$ cat src/rtl/uart_tx_ctrl_if.sv
// Upstream byte handshake plus serializer control bundle for the UART frame controller.
// No storage; pure signal grouping.
// master = byte source and serializer side, slave = frame controller side.
interface uart_tx_ctrl_if #(
    parameter int DATA_W = 8
);
    logic [DATA_W-1:0] P_DATA;
    logic              Data_Valid;
    logic              PAR_EN;
    logic              PAR_TYP;
    logic              busy;
    logic              ser_load;
    logic [DATA_W-1:0] ser_pdata;
    logic              ser_en;
    logic              ser_done;
    logic              ser_data;

    modport master (
        output P_DATA, Data_Valid, PAR_EN, PAR_TYP, ser_done, ser_data,
        input  busy, ser_load, ser_pdata, ser_en
    );

    modport slave (
        input  P_DATA, Data_Valid, PAR_EN, PAR_TYP, ser_done, ser_data,
        output busy, ser_load, ser_pdata, ser_en
    );
endinterface

$ cat src/rtl/uart_tx_ctrl.sv
// UART frame controller: start bit, serializer-driven data bits, optional parity, stop bit.
// Start bit on TX_OUT the cycle after accept; frame is DATA_W+2 (+1 with parity) cycles.
// Data_Valid is only taken in IDLE or STOP; busy tells the source to hold otherwise.
module uart_tx_ctrl #(
    parameter int DATA_W = 8
) (
    input  logic              CLK,
    input  logic              RST,
    uart_tx_ctrl_if.slave     bus,
    output logic              TX_OUT,
    output logic              ctrl_err
);
    localparam int CNT_W = $clog2(DATA_W) + 1;
    localparam logic [CNT_W-1:0] LAST_BIT = CNT_W'(DATA_W - 1);

    typedef enum logic [2:0] {
        IDLE   = 3'd0,
        START  = 3'd1,
        DATA   = 3'd2,
        PARITY = 3'd3,
        STOP   = 3'd4
    } state_t;

    state_t             state_q, state_d;
    logic [CNT_W-1:0]   cnt_q, cnt_d;
    logic [DATA_W-1:0]  pdata_q, pdata_d;
    logic               par_en_q, par_en_d;
    logic               par_bit_q, par_bit_d;

    logic               accept;
    logic               last_cnt;
    logic               busy_c;
    logic               ser_load_c;
    logic               ser_en_c;

    // STOP doubles as an accept slot so back-to-back frames have no idle gap.
    assign accept   = bus.Data_Valid && ((state_q == IDLE) || (state_q == STOP));
    assign last_cnt = (cnt_q == LAST_BIT);

    // State register; reset forces IDLE, which drives the line high immediately.
    always_ff @(posedge CLK or negedge RST) begin
        if (!RST) begin
            state_q <= IDLE;
        end else begin
            state_q <= state_d;
        end
    end

    // Next-state: DATA exits on whichever of ser_done or the local count arrives first.
    always_comb begin
        state_d = state_q;
        case (state_q)
            IDLE:    if (accept) state_d = START;
            START:   state_d = DATA;
            DATA:    if (bus.ser_done || last_cnt) state_d = par_en_q ? PARITY : STOP;
            PARITY:  state_d = STOP;
            STOP:    state_d = accept ? START : IDLE;
            default: state_d = IDLE;
        endcase
    end

    // Frame-scoped data: byte, parity settings and bit counter, frozen between accepts.
    always_comb begin
        pdata_d   = pdata_q;
        par_en_d  = par_en_q;
        par_bit_d = par_bit_q;
        cnt_d     = cnt_q;
        if (accept) begin
            pdata_d   = bus.P_DATA;
            par_en_d  = bus.PAR_EN;
            par_bit_d = (^bus.P_DATA) ^ bus.PAR_TYP;
        end
        if (state_q == START) begin
            cnt_d = '0;
        end else if (state_q == DATA) begin
            cnt_d = cnt_q + 1'b1;
        end
    end

    // Frame-scoped registers.
    always_ff @(posedge CLK or negedge RST) begin
        if (!RST) begin
            pdata_q   <= '0;
            par_en_q  <= 1'b0;
            par_bit_q <= 1'b0;
            cnt_q     <= '0;
        end else begin
            pdata_q   <= pdata_d;
            par_en_q  <= par_en_d;
            par_bit_q <= par_bit_d;
            cnt_q     <= cnt_d;
        end
    end

    // Output decode from registered state only; Data_Valid never reaches TX_OUT.
    always_comb begin
        TX_OUT     = 1'b1;
        busy_c     = 1'b0;
        ser_load_c = 1'b0;
        ser_en_c   = 1'b0;
        ctrl_err   = 1'b0;
        case (state_q)
            START: begin
                TX_OUT     = 1'b0;
                ser_load_c = 1'b1;
                busy_c     = 1'b1;
            end
            DATA: begin
                TX_OUT   = bus.ser_data;
                ser_en_c = 1'b1;
                busy_c   = 1'b1;
                // Serializer and local count must agree on the last bit.
                ctrl_err = bus.ser_done ^ last_cnt;
            end
            PARITY: begin
                TX_OUT = par_bit_q;
                busy_c = 1'b1;
            end
            default: begin
                TX_OUT = 1'b1;
            end
        endcase
    end

    assign bus.busy      = busy_c;
    assign bus.ser_load  = ser_load_c;
    assign bus.ser_en    = ser_en_c;
    assign bus.ser_pdata = pdata_q;

endmodule

$ cat src/flat_wrapper.sv
// flat-port wrapper written by rule: the top's interface ports become plain ports
module uart_tx_ctrl_flat 
#(
    parameter int DATA_W = 8
)
  (CLK, RST, TX_OUT, ctrl_err, bus_P_DATA, bus_Data_Valid, bus_PAR_EN, bus_PAR_TYP, bus_ser_done, bus_ser_data, bus_busy, bus_ser_load, bus_ser_pdata, bus_ser_en);
  uart_tx_ctrl_if #(.DATA_W(DATA_W)) bus_i ();
  input  logic CLK;
  input  logic RST;
  output logic TX_OUT;
  output logic ctrl_err;
  input wire logic [$bits(bus_i.P_DATA)-1:0] bus_P_DATA;
  input wire logic [$bits(bus_i.Data_Valid)-1:0] bus_Data_Valid;
  input wire logic [$bits(bus_i.PAR_EN)-1:0] bus_PAR_EN;
  input wire logic [$bits(bus_i.PAR_TYP)-1:0] bus_PAR_TYP;
  input wire logic [$bits(bus_i.ser_done)-1:0] bus_ser_done;
  input wire logic [$bits(bus_i.ser_data)-1:0] bus_ser_data;
  output wire logic [$bits(bus_i.busy)-1:0] bus_busy;
  output wire logic [$bits(bus_i.ser_load)-1:0] bus_ser_load;
  output wire logic [$bits(bus_i.ser_pdata)-1:0] bus_ser_pdata;
  output wire logic [$bits(bus_i.ser_en)-1:0] bus_ser_en;
  assign bus_i.P_DATA = bus_P_DATA;
  assign bus_i.Data_Valid = bus_Data_Valid;
  assign bus_i.PAR_EN = bus_PAR_EN;
  assign bus_i.PAR_TYP = bus_PAR_TYP;
  assign bus_i.ser_done = bus_ser_done;
  assign bus_i.ser_data = bus_ser_data;
  assign bus_busy = bus_i.busy;
  assign bus_ser_load = bus_i.ser_load;
  assign bus_ser_pdata = bus_i.ser_pdata;
  assign bus_ser_en = bus_i.ser_en;
  uart_tx_ctrl #(.DATA_W(DATA_W)) u_core (.CLK(CLK), .RST(RST), .bus(bus_i), .TX_OUT(TX_OUT), .ctrl_err(ctrl_err));
endmodule
$ cat config.mk
export PLATFORM = sky130hd
export DESIGN_NAME = uart_tx_ctrl_flat
export DESIGN_NICKNAME = d
export VERILOG_FILES = /design/src/rtl/uart_tx_ctrl_if.sv /design/src/rtl/uart_tx_ctrl.sv /design/src/flat_wrapper.sv
export SDC_FILE = /design/constraint.sdc
export NUM_CORES = 1
export LEC_CHECK = 0
export CORE_UTILIZATION = 50
export CTS_BUF_LIST = sky130_fd_sc_hd__clkbuf_8
export DETAILED_ROUTE_END_ITERATION = 7
export GPL_TIMING_DRIVEN = 0
export PLACE_DENSITY = 0.87
export SETUP_SLACK_MARGIN = 0.05
export SYNTH_ARGS = -nofsm -noshare
export SYNTH_HDL_FRONTEND = slang
export SYNTH_SLANG_ARGS = --single-unit
export TNS_END_PERCENT = 10
$ cat constraint.sdc
create_clock -name CLK -period 3.3 [get_ports CLK]
set_input_delay 0.66 -clock CLK [delete_from_list [all_inputs] [get_ports CLK]]
set_output_delay 0.66 -clock CLK [all_outputs]
set_load 0.005 [all_outputs]
# ---- After elaboration in Yosys (flattened, before gate mapping)
# Cells that the tools add are included.
dict set report totals {
  word_cells 35
  register_bits 17
  input_bits 15
  out_inout_bits 13
}
dict set report op_classes {
  n_bitwise 2
  mux 12
  eq_ne 7
  addsub 1
  n_reduce_logical 8
}
# cell n
set ops {}
lappend ops {{case mux 3 bit (5 select lines)} 1}
lappend ops {{two-way mux 3 bit} 3}
lappend ops {{two-way mux 4 bit} 2}
lappend ops {{XOR reduction 8 bit} 1}
lappend ops {{equality test 3 x 2 -> 1 bit (second input constant)} 2}
lappend ops {{two-way mux 1 bit} 5}
lappend ops {{adder 4 x 1 -> 4 bit (second input constant)} 1}
lappend ops {{equality test 4 x 3 -> 1 bit (second input constant)} 1}
lappend ops {{inequality test 2 x 1 -> 1 bit (second input constant)} 2}
lappend ops {{equality test 3 x 1 -> 1 bit (second input constant)} 1}
lappend ops {{equality test 3 bit (second input constant)} 1}
lappend ops {{zero test 3 bit} 1}
lappend ops {{case mux 1 bit (3 select lines)} 1}
lappend ops {{OR reduction 3 bit} 1}
lappend ops {{logical OR 1 bit} 2}
lappend ops {{AND reduction 2 bit} 1}
lappend ops {{nonzero test 2 bit} 1}
lappend ops {{XOR 1 bit} 2}
lappend ops {{logical AND 1 bit} 1}

# ---- Logic depth before layout (Yosys ltp)
# Gate-level depths: netlist of the first run.
dict set report depth {
  word_depth 5
  ltp_mapped 6
  depth_no_buf 6
}

# ---- Worst setup path after synthesis of the first run
# No wires, ideal clock.
dict set report synth_timing {
  path_kind {input-to-output}
  from {in bus_ser_data}
  to {out TX_OUT}
  required_ns 2.640
  cell_stages 3
  arrival_ns 1.136
  path_buffers 0
  setup_slack_ns 1.504
  path_cell_list {nor3b_1 -> a21oi_1 -> or2_2}
}
dict set report synth_between {
  elab_chain_cells 1
}
# item line_no
set synth_lines {}
lappend synth_lines {{start, declared} flat_wrapper.sv:17} ;# input wire logic [$bits(bus_i.ser_data)-1:0] bus_ser_data;
lappend synth_lines {{case mux 1 bit (3 select lines)} uart_tx_ctrl.sv:102} ;# case (state_q)
lappend synth_lines {{end, declared} flat_wrapper.sv:10} ;# output logic TX_OUT;
# No other way between the ends.

# ---- Worst setup path in the final report of the first run
# Same ends and word-level chain as after synthesis.

==> flow_summary.toml, run 1 <==
[synthesis]
synthTopCellsByArea = "dfrtp_1 50%, mux2_2 13%, xnor2_1 6.2%"
synth_seq_cells = 17
synthCells = 69
syn_area_um2 = 853
synth_xor_area_share_pct = 10.9
synthAdderAreaFrac_pct = 2.93
avgSynthCellArea_um2 = 12.4
async_flop_share_pct = 100
yosys.cell_count.top_type = "dfrtp_1"
netlist.area_leader.share_pct = 49.9
synth_top_cell_by_area = "dfrtp_1"
synth_compound_area_share_pct = 3.23
synth_top_family_by_area = "multiplexers"
yosysUniqueCellTypes = 24
synth-main-ff-cell = "dfrtp_1"
synth_mux_area_share_pct = 16.1
synth_fp_nets = 86
synth.cells.most_frequent = "17 x dfrtp_1, 10 x mux2_2, 8 x nor2_1, 6 x xnor2_1, 3 x nor3b_1"
synthSimpleGateAreaFrac_pct = 14.7
synth_edf_count = 0
yosys_warnings = 0
seq_area_frac_synth_pct = 49.9

[cts]
cts_setup_buffers = 0
htree_levels = 1
cts.sinks = 17
cts-resized-gates = 0
clk_root_buffer_cell = "clkbuf_8"
clock_latency_ns = 0.25
cts_tree = "built"
clk_pin_slew_ns = 0.06
hold_buffers = 0
numCtsBuffers = 3
clockBufferDepth = 2

[worst_setup_path]
crit_arrival_ns = 2.03
cp_top_family = "buffers and inverters"
slowest_delay_ns = 0.44
crit_required_ns = 2.64
crit_slowest_cell = "clkdlybuf4s50_1"
criticalPathCategory = "in -> out"
crit_path_frequent_cell = "clkdlybuf4s50_1"
cp_num_buf_inv = 2
crit_chain = "clkdlybuf4s50_1, nor3b_1, a21oi_1, or2_2, clkdlybuf4s50_1"
critPathLaunchType = "input port"
worstSetupEndpointType = "output pin"
path_max_fanout = 1

[die]
die_h_um = 43.3
rows = 14
die_w_um = 43.3
core_um2 = 1540
boundaryPins = 28
dieArea_um2 = 1880
initial_core_util_pct = 55.4

[power]
ir_worst_vdd_mv = 0.544
power_density_nw_per_um2 = 839
power_leakage_uw = 0.000509

[cells_and_area]
insertedDiodeCount = 0
nets = 118
drive_gt1_share_pct = 20.0
areaGrowthSynthToFinish_pct = 39.4

[drt]
via_per_inst = 5.27
routedWlPerCell_um = 14.8
drt-initial-drc-count = 3
dr_total_vias = 611
drt_pre_antenna_iters = 4
routed_wl_um = 1710
ant_nets = 0
drc_errors = 0

[timing]
slew_viol_final = 0
tightestPinTransition_ns = 0.777
worst_slack_ns = 0.613
fin_crit_ns = 2.69
finalSetupViolCount = 0
skew_ns = 0.00216
grt_setup_unrepaired = "false"
fin_tns_setup_ns = 0
hold_violations = 0
max_clock_freq_mhz = 372
slew_headroom_pct = 48.0
fin_crit_sh_pct = 81.4

[global_route]
grt_pass1_wl_um = 2900
grt_use_total_pct = 21.5
grt_max_degree = 18
antenna_found_initial = 0
grt_pass1_vias = 637
grt_overflow_total = 0

[outcome]
status = "completed"

[min_path]
min_path_type = "reg -> reg"

[placement]
place_ws_ns = 0.600
dp_hpwl_um = 1270
place.gp.congestion = 0.746
port_buffers = 27

[run]
drv_cap = 0
worst reg2reg max path, cell delays in order, from the launching register on:
cell and delay [ns]:
dfrtp_1 0.40, ha_1 0.23, nand3b_1 0.10, ha_1 0.17
nor2_1 0.06, or3b_2 0.43, a21oi_1 0.15
registers in the layout, summed over array words and instances, names as in the netlist:
register              flops
u_core.bus.ser_pdata      8
u_core.cnt_q              4
u_core.state_q            3
u_core.par_bit_q          1
u_core.par_en_q           1
worst paths after layout:
path,cells after the start,start,end,slack [ns]
worst max-delay path,5,bus_ser_data,TX_OUT,0.61
worst min-delay path,1,u_core.bus.ser_pdata[4],u_core.bus.ser_pdata[4],0.51
worst max register to register,6,u_core.cnt_q[0],u_core.state_q[1],1.69
worst min register to register,1,u_core.bus.ser_pdata[4],u_core.bus.ser_pdata[4],0.51
max in group asynchronous,1,RST,u_core.bus.ser_pdata[0],1.96
min in group asynchronous,1,RST,u_core.state_q[1],0.86
layout by cell type (no fill, tap or decap):
master           Yosys  layout
a21oi_1              2       2
a22o_1               2       2
and2_1               2       2
buf_2                1       1
buf_4                1       1
clkbuf_1             1       1
clkbuf_8             0       3
clkdlybuf4s50_1      0      27
clkinv_2             0       1
dfrtp_1             17      17
ha_1                 2       2
inv_1                1       1
mux2_2              10      10
mux2_4               1       1
mux2i_1              1       1
nand2_1              2       2
nand2b_1             1       1
nand3_1              1       1
nand3b_1             1       1
nor2_1               8       8
nor3b_1              3       3
nor3b_4              1       1
or2_2                1       1
or3b_2               1       1
xnor2_1              6       6
xnor3_1              1       1
xor2_1               2       2
cells by family (layout without fill, tap and decap cells):
kind of cell | after synthesis | in the layout
xor gates and xnor gates | 9 | 9
buffers and inverters | 4 | 35
adders and majority gates | 2 | 2
muxes | 12 | 12
and+or+nand+nor | 21 | 21
DFF | 17 | 17
AOI/OAI and AO/OA | 4 | 4
metrics by stage:
step                      hold WS (ns)  cell area [µm²]  total power (µW)  instances  utilization (%)
after floorplan                  0.364              853               610         69                -
after global placement           0.491             1140               818        112             74.2
after detailed placement         0.494             1140               844        112             74.2
after CTS                        0.510             1190              1010        116             77.2
after global routing             0.529             1190              1060        116             77.2
final                            0.509             1190               998        116             77.2
layout make-up:
cell class,instances,area (µm²)
flip-flops and latches,17,425
multi-input cells,48,408
fillers,103,352
repair buffers,27,270
clock buffers,3,41.3
well taps,16,20.0
plain buffers,3,16.3
clock inverters,1,5.00
inverters,1,3.75
per-layer routing:
metal  part of all wire, %  GRT usage [%]  wire, µm  vias up
li1                      -              -         -      296
met1                    43           26.6       729      289
met2                    50           34.9       860       19
met3                   4.1           5.11        70        7
met4                   3.0           10.9        51        0
met5                     0              0         0        -
power breakdown:
group	internal (µW)	switching, µW	leakage (µW)	total (µW)
sequential	302	62.8	0.000209	365
clock	83.8	71.1	0.0000255	155
combinational	305	173	0.000275	478
total	691	307	0.000509	998
Power figures use the tool's default switching activity.
==> run 2, diff against run 1 <==
- CORE_UTILIZATION: 50 -> 46
- PLACE_DENSITY: 0.87 -> 0.81
- clock period: 3.3 -> 2.6 ns (I/O delays scaled with it)
==> run 2 against run 1 <==
  * Via count increased by 0.33%
  * Die area increased by 8.3%
  * Utilization decreased by 7.7 points
==> flow_summary.toml, run 2 (synthesis gave the netlist of run 1 again) <==
[outcome]
status = "completed"

[worst_setup_path]
ff2ff_path_depth = 6
path_max_fanout = 1
r2r_end = "u_core.state_q[1]"
crit_required_ns = 2.08
slowest_delay_ns = 0.49
cp_num_buf_inv = 3
critPathLaunchType = "input port"
r2r-start = "u_core.cnt_q[0]"
crit_path_frequent_cell = "clkdlybuf4s50_1"
criticalPathCategory = "in -> out"
worstSetupEndpointType = "output pin"
crit_arrival_ns = 1.89
cp_top_family = "buffers and inverters"
reg2reg_slack_ns = 1.02
crit_chain = "clkdlybuf4s50_1, inv_1, ha_1, and2_1, clkdlybuf4s50_1"
crit_slowest_cell = "clkdlybuf4s50_1"

[drt]
drt_pre_antenna_iters = 2
routed_wl_um = 1500
via_per_inst = 4.90
ant_nets = 0
drc_errors = 0
drt-initial-drc-count = 5
dr_total_vias = 613
routedWlPerCell_um = 12.0

[cts]
clk_pin_slew_ns = 0.06
hold_buffers = 0
clockBufferDepth = 2
cts_tree = "built"
cts_setup_buffers = 0
cts.sinks = 17
cts-resized-gates = 0
numCtsBuffers = 3
clock_latency_ns = 0.24
htree_levels = 1
clk_root_buffer_cell = "clkbuf_8"

[min_path]
min_path_type = "reg -> reg"
min_to = "u_core.bus.ser_pdata[4]"
hold_depth = 1
worstHoldStart = "u_core.bus.ser_pdata[4]"

[timing]
hold_violations = 0
grt_setup_unrepaired = "false"
fin_tns_setup_ns = 0
finalSetupViolCount = 0
fin_crit_sh_pct = 92.5
skew_ns = 0.00261
max_clock_freq_mhz = 416
slew_headroom_pct = 49.6
tightestPinTransition_ns = 0.754
slew_viol_final = 0
fin_crit_ns = 2.41

[placement]
dpl_cell_area_um2 = 1150
place.gp.congestion = 0.762
port_buffers = 27
dp_hpwl_um = 1200

[die]
core_um2 = 1730
die_h_um = 45.1
die_w_um = 45.1
rows = 15
dieArea_um2 = 2030
boundaryPins = 28
initial_core_util_pct = 49.4

[cells_and_area]
final_area_um2 = 1200
final_common_cell = "clkdlybuf4s50_1"
nets = 118
insertedDiodeCount = 0
final_cell_mix = "27 x clkdlybuf4s50_1, 17 x dfrtp_1, 10 x mux2_2, 8 x nor2_1, 6 x xnor2_1"
areaGrowthSynthToFinish_pct = 40.6
final_util_pct = 69.5
drive_gt1_share_pct = 19.0
largest_register_ffs = 8

[global_route]
antenna_found_initial = 0
grt_use_total_pct = 17.6
grt_overflow_total = 0
grt_pass1_vias = 604
grt_max_degree = 18
grt_pass1_wl_um = 2590

[power]
power_frac_seq_pct = 36.9
power_leakage_uw = 0.000511
pwr-share-comb_pct = 48.0
ir_worst_vdd_mv = 0.487
fin_total_pwr_uw = 1240
p_clk_share_pct = 15.0
power_density_nw_per_um2 = 1030
p_int_uw = 875
swShare_pct = 29.3
p_switching_uw = 363

[run]
drv_cap = 0
[run 2: changes by cell type in the layout (fill, tap and decap cells not counted), sizes merged]
cell and change:
inv +1, clkinv -1
[run 2: layout make-up]
class / instances / area [µm²]
Buffer: 3 / 16.3
Tap cell: 25 / 31.3
Sequential cell: 17 / 425
Timing Repair Buffer: 27 / 270
Fill cell: 139 / 527
Clock inverter: 1 / 3.75
Multi-Input combinational cell: 48 / 408
Inverter: 1 / 3.75
Clock buffer: 3 / 41.3
[run 2: power groups by stage]
| stage | Sequential, µW | Clock, µW | Combinational [µW] |
|---|---|---|---|
| global route | 474 | 204 | 651 |
| detailed placement | 463 | 0 | 604 |
| CTS | 458 | 193 | 608 |
| global placement | 455 | 0 | 585 |
| finish | 457 | 186 | 594 |
| floorplan | 455 | 0 | 319 |
[run 2: how the worst max path moves through the flow]
stage                   from          endpoint  slack [ns]  depth (start not counted)
3_5_place_dp    bus_ser_done          ctrl_err        0.19                          5
2_1_floorplan  bus_P_DATA[2]  u_core.par_bit_q        1.05                          4
6_report        bus_ser_done          ctrl_err        0.19                          5
4_1_cts         bus_ser_done          ctrl_err        0.19                          5
3_3_place_gp    bus_ser_done          ctrl_err        0.21                          5
5_1_grt         bus_ser_done          ctrl_err        0.13                          5
[run 2: per-stage QoR]
step	cells	setup slack (ns)	hold WS, ns
6_report	125	0.194	0.509
3_5_place_dp	121	0.187	0.503
4_1_cts	125	0.186	0.517
5_1_grt	125	0.127	0.534
2_1_floorplan	69	1.05	0.224
3_3_place_gp	121	0.213	0.490
[run 2: layer usage]
metal | wire [µm] | part of all wire, % | GRT usage (%)
met2 | 772 | 51 | 28.7
met3 | 65 | 4.3 | 4.40
met4 | 0 | 0 | 5.45
met5 | 0 | 0 | 0
met1 | 663 | 44 | 23.0
==> variant 1, RTL diff (flow settings as in run 2) <==
Register the output `ctrl_err`, without a reset; this adds one clock of latency there. The other outputs are not delayed to match.
--- a/src/rtl/uart_tx_ctrl.sv
+++ b/src/rtl/uart_tx_ctrl.sv
@@ -20,6 +20,8 @@
         PARITY = 3'd3,
         STOP   = 3'd4
     } state_t;
+
+    logic ctrl_err_d;
 
     state_t             state_q, state_d;
     logic [CNT_W-1:0]   cnt_q, cnt_d;
@@ -98,7 +100,7 @@
         busy_c     = 1'b0;
         ser_load_c = 1'b0;
         ser_en_c   = 1'b0;
-        ctrl_err   = 1'b0;
+        ctrl_err_d = 1'b0;
         case (state_q)
             START: begin
                 TX_OUT     = 1'b0;
@@ -110,7 +112,7 @@
                 ser_en_c = 1'b1;
                 busy_c   = 1'b1;
                 // Serializer and local count must agree on the last bit.
-                ctrl_err = bus.ser_done ^ last_cnt;
+                ctrl_err_d = bus.ser_done ^ last_cnt;
             end
             PARITY: begin
                 TX_OUT = par_bit_q;
@@ -127,5 +129,9 @@
     assign bus.ser_en    = ser_en_c;
     assign bus.ser_pdata = pdata_q;
 
+    always_ff @(posedge CLK) begin
+        ctrl_err <= ctrl_err_d;
+    end
+
 endmodule
 
Function: changed (a bounded check fails within 4 cycles, from zero or initial values and one cycle with RST low).
==> variant 1 against run 2 <==
  * Power grew 3.7%
  * Worst setup slack gained 44 ps
  * Non-clock buffer count is the same
  * Largest cell class unchanged
  * Critical path depth is the same
  * Cell area grew 2.1%
  * Critical endpoint is now TX_OUT
  * Sequential cell count grew 1
  * Highest routed layer is now met4
  * Routed wire length grew 12%
  * Clock skew grew 5.4 ps
  * Area after synthesis grew 2.9%
  * Sequential power grew 4.6%
  * Count of clock-buffer cells in the layout is the same
  * Cell count grew 2.4%
  * Critical path type unchanged
==> variant 1: results (changes against run 2) <==
Power Clock 0.196 mW (was 0.186 mW); max reg flops 8 (unchanged); Vias/cell 4.97 (was 4.90); mux cell area share after synthesis 0.157 (was 0.161); worst r2r src u_core.state_q[2] (was u_core.cnt_q[0]); power of the sequential group 0.478 mW (was 0.457 mW); Synth Area in Adders 0.0285 (was 0.0293); reg2reg path depth 4 (was 6); first-pass GRT wire length 2750 µm (was 2590 µm); antenna violations before repair 0 (unchanged); fraction of layout cells with a size suffix above 1 0.175 (was 0.190); CTS H-tree depth 1 (unchanged); Detail Placement HPWL 1260 µm (was 1200 µm); Synth Area in Compound Gates 0.0427 (was 0.0323); hold_sp u_core.bus.ser_pdata[7] (was u_core.bus.ser_pdata[4]); final net count 121 (was 118); Worst Path Arrival 1840 ps (was 1890 ps); vias in the first global route 640 (was 604); Cell variety after synth 25 (was 24); Synth top area share 0.484 (was 0.499); syn nets 89 (was 86); drt first pass iters 4 (was 2); worst-skew pair later-pin latency 260 ps (was 240 ps); XOR/XNOR share of the synthesized area 0.0954 (was 0.109); family with the most delay on the worst path buffers and inverters (unchanged); synth cell count leaders dfrtp_1 (17), mux2_2 (10), nor2_1 (7) (was dfrtp_1 (17), mux2_2 (10), nor2_1 (8)); hold crit path type register to register (unchanged); Gates resized, CTS repair 0 (unchanged); Net Switching 0.388 mW (was 0.363 mW); number of DRC markers in iteration 0 7 (was 5); Post-synth ARST share 0.944 (was 1.00); FF-to-FF End u_core.cnt_q[0] (was u_core.state_q[1]); Setup Skew 8.01 ps (was 2.61 ps); register-to-register setup slack 1130 ps (was 1020 ps); Reg clk slew, reported paths 70 ps; Slowest cell on crit path clkdlybuf4s50_1 (unchanged); total track usage 0.197 (was 0.176); largest net degree at the start of global routing 18 (unchanged); P_leak 0.519 nW (was 0.511 nW); final WL 1690 µm (was 1500 µm); GP Congestion 0.675 (was 0.762); Seq/Total Area, Yosys 0.507 (was 0.499); slowest stage delay, CP 440 ps (was 490 ps); worst-case hold path end point u_core.bus.ser_pdata[7] (was u_core.bus.ser_pdata[4]); Max transition margin 0.505 (was 0.496); Buffers on Ports 27 (unchanged); Pwr Density 1050 nW/µm² (was 1030 nW/µm²); status complete, no violations (unchanged); Post-CTS Setup Bufs 0 (unchanged); peak supply drop 686 µV (was 487 µV); synth top area cells dfrtp_1 (48%), mux2_2 (13%), xnor2_1 (6.0%) (was dfrtp_1 (50%), mux2_2 (13%), xnor2_1 (6.2%))
-- variant 1: cell type report --
cell class | count | area (µm²)
fill | 150 | 539
sequential | 18 | 445
multi-input combinational | 49 | 407
timing repair buffer | 27 | 270
clock buffer | 3 | 41.3
tap | 25 | 31.3
buffer | 3 | 18.8
inverter | 2 | 7.51
clock inverter | 1 | 3.75
-- variant 1: how the worst max path moves through the flow --
stage | to | startpoint | slack [ps] | cells after the start
after floorplan | u_core.par_bit_q | bus_P_DATA[2] | 1050 | 4
after global placement | TX_OUT | bus_ser_data | 280 | 5
after detailed placement | TX_OUT | bus_ser_data | 230 | 5
after CTS | TX_OUT | bus_ser_data | 220 | 5
after global routing | TX_OUT | bus_ser_data | 170 | 5
final | TX_OUT | bus_ser_data | 240 | 5
-- variant 1: through the flow --
stage	instances	setup WS, ps	instance area [µm²]	hold slack, ps
finish	128	239	1220	509
global route	128	173	1220	526
CTS	128	223	1220	508
detailed placement	124	232	1180	495
global placement	124	284	1180	488
floorplan	72	1050	878	224
-- variant 1: logic make-up (layout without fill, tap and decap cells) --
family                   Yosys count  count (layout)
AO/OA/AOI/OAI                      6               6
XOR/XNOR                           8               8
adder cells (fa/ha/maj)            2               2
buffers and inverters              5              36
flip-flops                        18              18
multiplexers                      12              12
AND/OR/NAND/NOR                   21              21
-- variant 1: per-layer routing --
layer  vias to the layer above  GRT usage  routed length, µm
li1                        311          -                  -
met1                       309      0.226                696
met2                        12      0.343                916
met3                         4     0.0357                 46
met4                         0      0.106                 25
met5                         -          0                  0
==> variant 2, RTL diff (flow settings as in run 2) <==
Made on the original files. `DATA_W` is set to 8 in 3 places; all go to 16.
--- a/src/rtl/uart_tx_ctrl_if.sv
+++ b/src/rtl/uart_tx_ctrl_if.sv
@@ -2,7 +2,7 @@
 // No storage; pure signal grouping.
 // master = byte source and serializer side, slave = frame controller side.
 interface uart_tx_ctrl_if #(
-    parameter int DATA_W = 8
+    parameter int DATA_W = 16
 );
     logic [DATA_W-1:0] P_DATA;
     logic              Data_Valid;
--- a/src/rtl/uart_tx_ctrl.sv
+++ b/src/rtl/uart_tx_ctrl.sv
@@ -2,7 +2,7 @@
 // Start bit on TX_OUT the cycle after accept; frame is DATA_W+2 (+1 with parity) cycles.
 // Data_Valid is only taken in IDLE or STOP; busy tells the source to hold otherwise.
 module uart_tx_ctrl #(
-    parameter int DATA_W = 8
+    parameter int DATA_W = 16
 ) (
     input  logic              CLK,
     input  logic              RST,
--- a/src/flat_wrapper.sv
+++ b/src/flat_wrapper.sv
@@ -1,7 +1,7 @@
 // flat-port wrapper written by rule: the top's interface ports become plain ports
 module uart_tx_ctrl_flat 
 #(
-    parameter int DATA_W = 8
+    parameter int DATA_W = 16
 )
   (CLK, RST, TX_OUT, ctrl_err, bus_P_DATA, bus_Data_Valid, bus_PAR_EN, bus_PAR_TYP, bus_ser_done, bus_ser_data, bus_busy, bus_ser_load, bus_ser_pdata, bus_ser_en);
   uart_tx_ctrl_if #(.DATA_W(DATA_W)) bus_i ();
Ports: changed (resized bus_P_DATA and bus_ser_pdata); port bits go from 28 to 44. The function was not compared with the original's and may differ.
==> variant 2 against run 2 <==
  * Non-clock buffer count grew 17
  * Cell area grew 49%
  * Worst setup slack gained 22 ps
  * Clock power grew 38%
  * Routed wire length grew 65%
  * Sequential cell count grew 9
  * Power grew 47%
  * Global-route usage grew 2.0 points
  * Sequential power grew 54%
  * Critical path depth shrank 1
  * Area after synthesis grew 46%
  * Highest routed layer is now met4
==> variant 2: results (changes against run 2) <==
Max Buffers Root-to-Sink 2 (unchanged); synth cell count leaders dfrtp_1 (26), mux2_2 (17), xnor2_1 (13) (was dfrtp_1 (17), mux2_2 (10), nor2_1 (8)); syn nets 128 (was 86); total track usage 0.196 (was 0.176); Yosys Warn Count 0 (unchanged); fraction of layout cells with a size suffix above 1 0.192 (was 0.190); post-route insts no fill 181 (was 125); P_leak 0.772 nW (was 0.511 nW); worst-margin pin slew 1150 ps (was 754 ps); Setup Skew 3.09 ps (was 2.61 ps); CP max FO 6 (was 1); antenna violations before repair 0 (unchanged); Synth Area in Adders 0.0302 (was 0.0293); largest net degree at the start of global routing 27 (was 18); hold crit path type register to register (unchanged); Fillers 188 (was 139); worst-skew pair later-pin latency 260 ps (was 240 ps); Post-synth ARST share 1.00 (unchanged); pre-CTS setup slack 207 ps (was 187 ps); hold_sp u_core.cnt_q[4] (was u_core.bus.ser_pdata[4]); Cell variety after synth 23 (was 24); Buffers on Ports 43 (was 27); mux cell area share after synthesis 0.174 (was 0.161); diode count 0 (unchanged); Post-Place Cell Area 1710 µm² (was 1150 µm²); synth top area cells dfrtp_1 (52%), mux2_2 (15%), xnor2_1 (9.2%) (was dfrtp_1 (50%), mux2_2 (13%), xnor2_1 (6.2%)); Reg clk slew, reported paths 90 ps (was 60 ps); GP Congestion 0.749 (was 0.762); Vias/cell 5.04 (was 4.90); cell count after synthesis 102 (was 69); Crit. Startpoint u_core.state_q[2] (was bus_ser_done); max reg flops 16 (was 8); vias in the first global route 933 (was 604); first-pass GRT wire length 4000 µm (was 2590 µm); Root Buffer Master clkbuf_8 (unchanged); worst r2r src u_core.state_q[1] (was u_core.cnt_q[0]); peak supply drop 712 µV (was 487 µV); number of DRC markers in iteration 0 9 (was 5); Detail Placement HPWL 1880 µm (was 1200 µm); CTS H-tree depth 1 (unchanged); drt first pass iters 4 (was 2); TritonCTS Buffers 3 (unchanged); status complete, no violations (unchanged); Worst Path Arrival 1860 ps (was 1890 ps); Seq/Total Area, Yosys 0.524 (was 0.499); XOR/XNOR share of the synthesized area 0.117 (was 0.109); Final Hold Viols 0 (unchanged); Synth Area in Compound Gates 0.0373 (was 0.0323); final WL 2480 µm (was 1500 µm)
-- variant 2: cell types whose count changed in the layout (fill, tap and decap cells not counted), moves of 2 or more --
cell             change
nor2_1               +2
dfrtp_1              +9
nor3b_1              -2
clkdlybuf4s50_1     +15
xnor2_1              +7
o21ai_0              +5
inv_1                +2
mux2_2               +7
nand2_1              +3
-- variant 2: logic make-up after synthesis --
kind of cell             after synthesis
XOR/XNOR                              15
AO/OA/AOI/OAI                          8
multiplexers                          19
AND/OR/NAND/NOR                       25
buffers and inverters                  6
flip-flops                            26
adder cells (fa/ha/maj)                3
-- variant 2: worst paths after layout --
check	endpoint	slack, ps	depth (start not counted)
max	bus_ser_en	220	4
min	u_core.cnt_q[4]	490	2
max reg2reg	u_core.bus.ser_pdata[4]	850	5
min reg2reg	u_core.cnt_q[4]	490	2
max in group asynchronous	u_core.cnt_q[3]	1050	1
min in group asynchronous	u_core.bus.ser_pdata[6]	860	1
-- variant 2: where the power goes --
| part | switching (mW) | leakage (nW) | internal, mW |
|---|---|---|---|
| logic | 0.284 | 0.426 | 0.571 |
| clock network | 0.122 | 0.0288 | 0.135 |
| registers | 0.123 | 0.317 | 0.584 |
-- variant 2: layout make-up --
type | count | area share
buffer | 2 | 0.00561
clock buffer | 4 | 0.0308
inverter | 4 | 0.00841
multi-input combinational | 70 | 0.319
sequential | 26 | 0.364
tap | 30 | 0.0210
timing repair buffer | 45 | 0.251
-- variant 2: routing by layer --
metal  wire (µm)  share of wire  vias to the layer above  GRT usage
met5           0              0                        -          0
met4          33          0.013                        0     0.0641
met3          88          0.036                        2     0.0395
met2        1290           0.52                       22      0.352
met1        1060           0.43                      447      0.232
li1            -              -                      441          -
-- variant 2: repair_timing --
action,4_1_cts,5_1_grt
pin swaps,0,0
setup endpoints to repair,1,1
setup buffers,2,0
gates cloned,0,0
resized for setup,1,1
-- variant 2: metrics by stage --
step                      total power [mW]  utilization
after floorplan                       1.10            -
after global placement                1.52        0.678
after detailed placement              1.56        0.678
after CTS                             1.84        0.707
after global routing                  1.94        0.708
final                                 1.82        0.708
-- variant 2: critical path, stage by stage (launching register included) --
cell and delay [ps]:
dfrtp_1 440, nand2b_1 180, or2_2 310, inv_1 140, clkdlybuf4s50_1 520
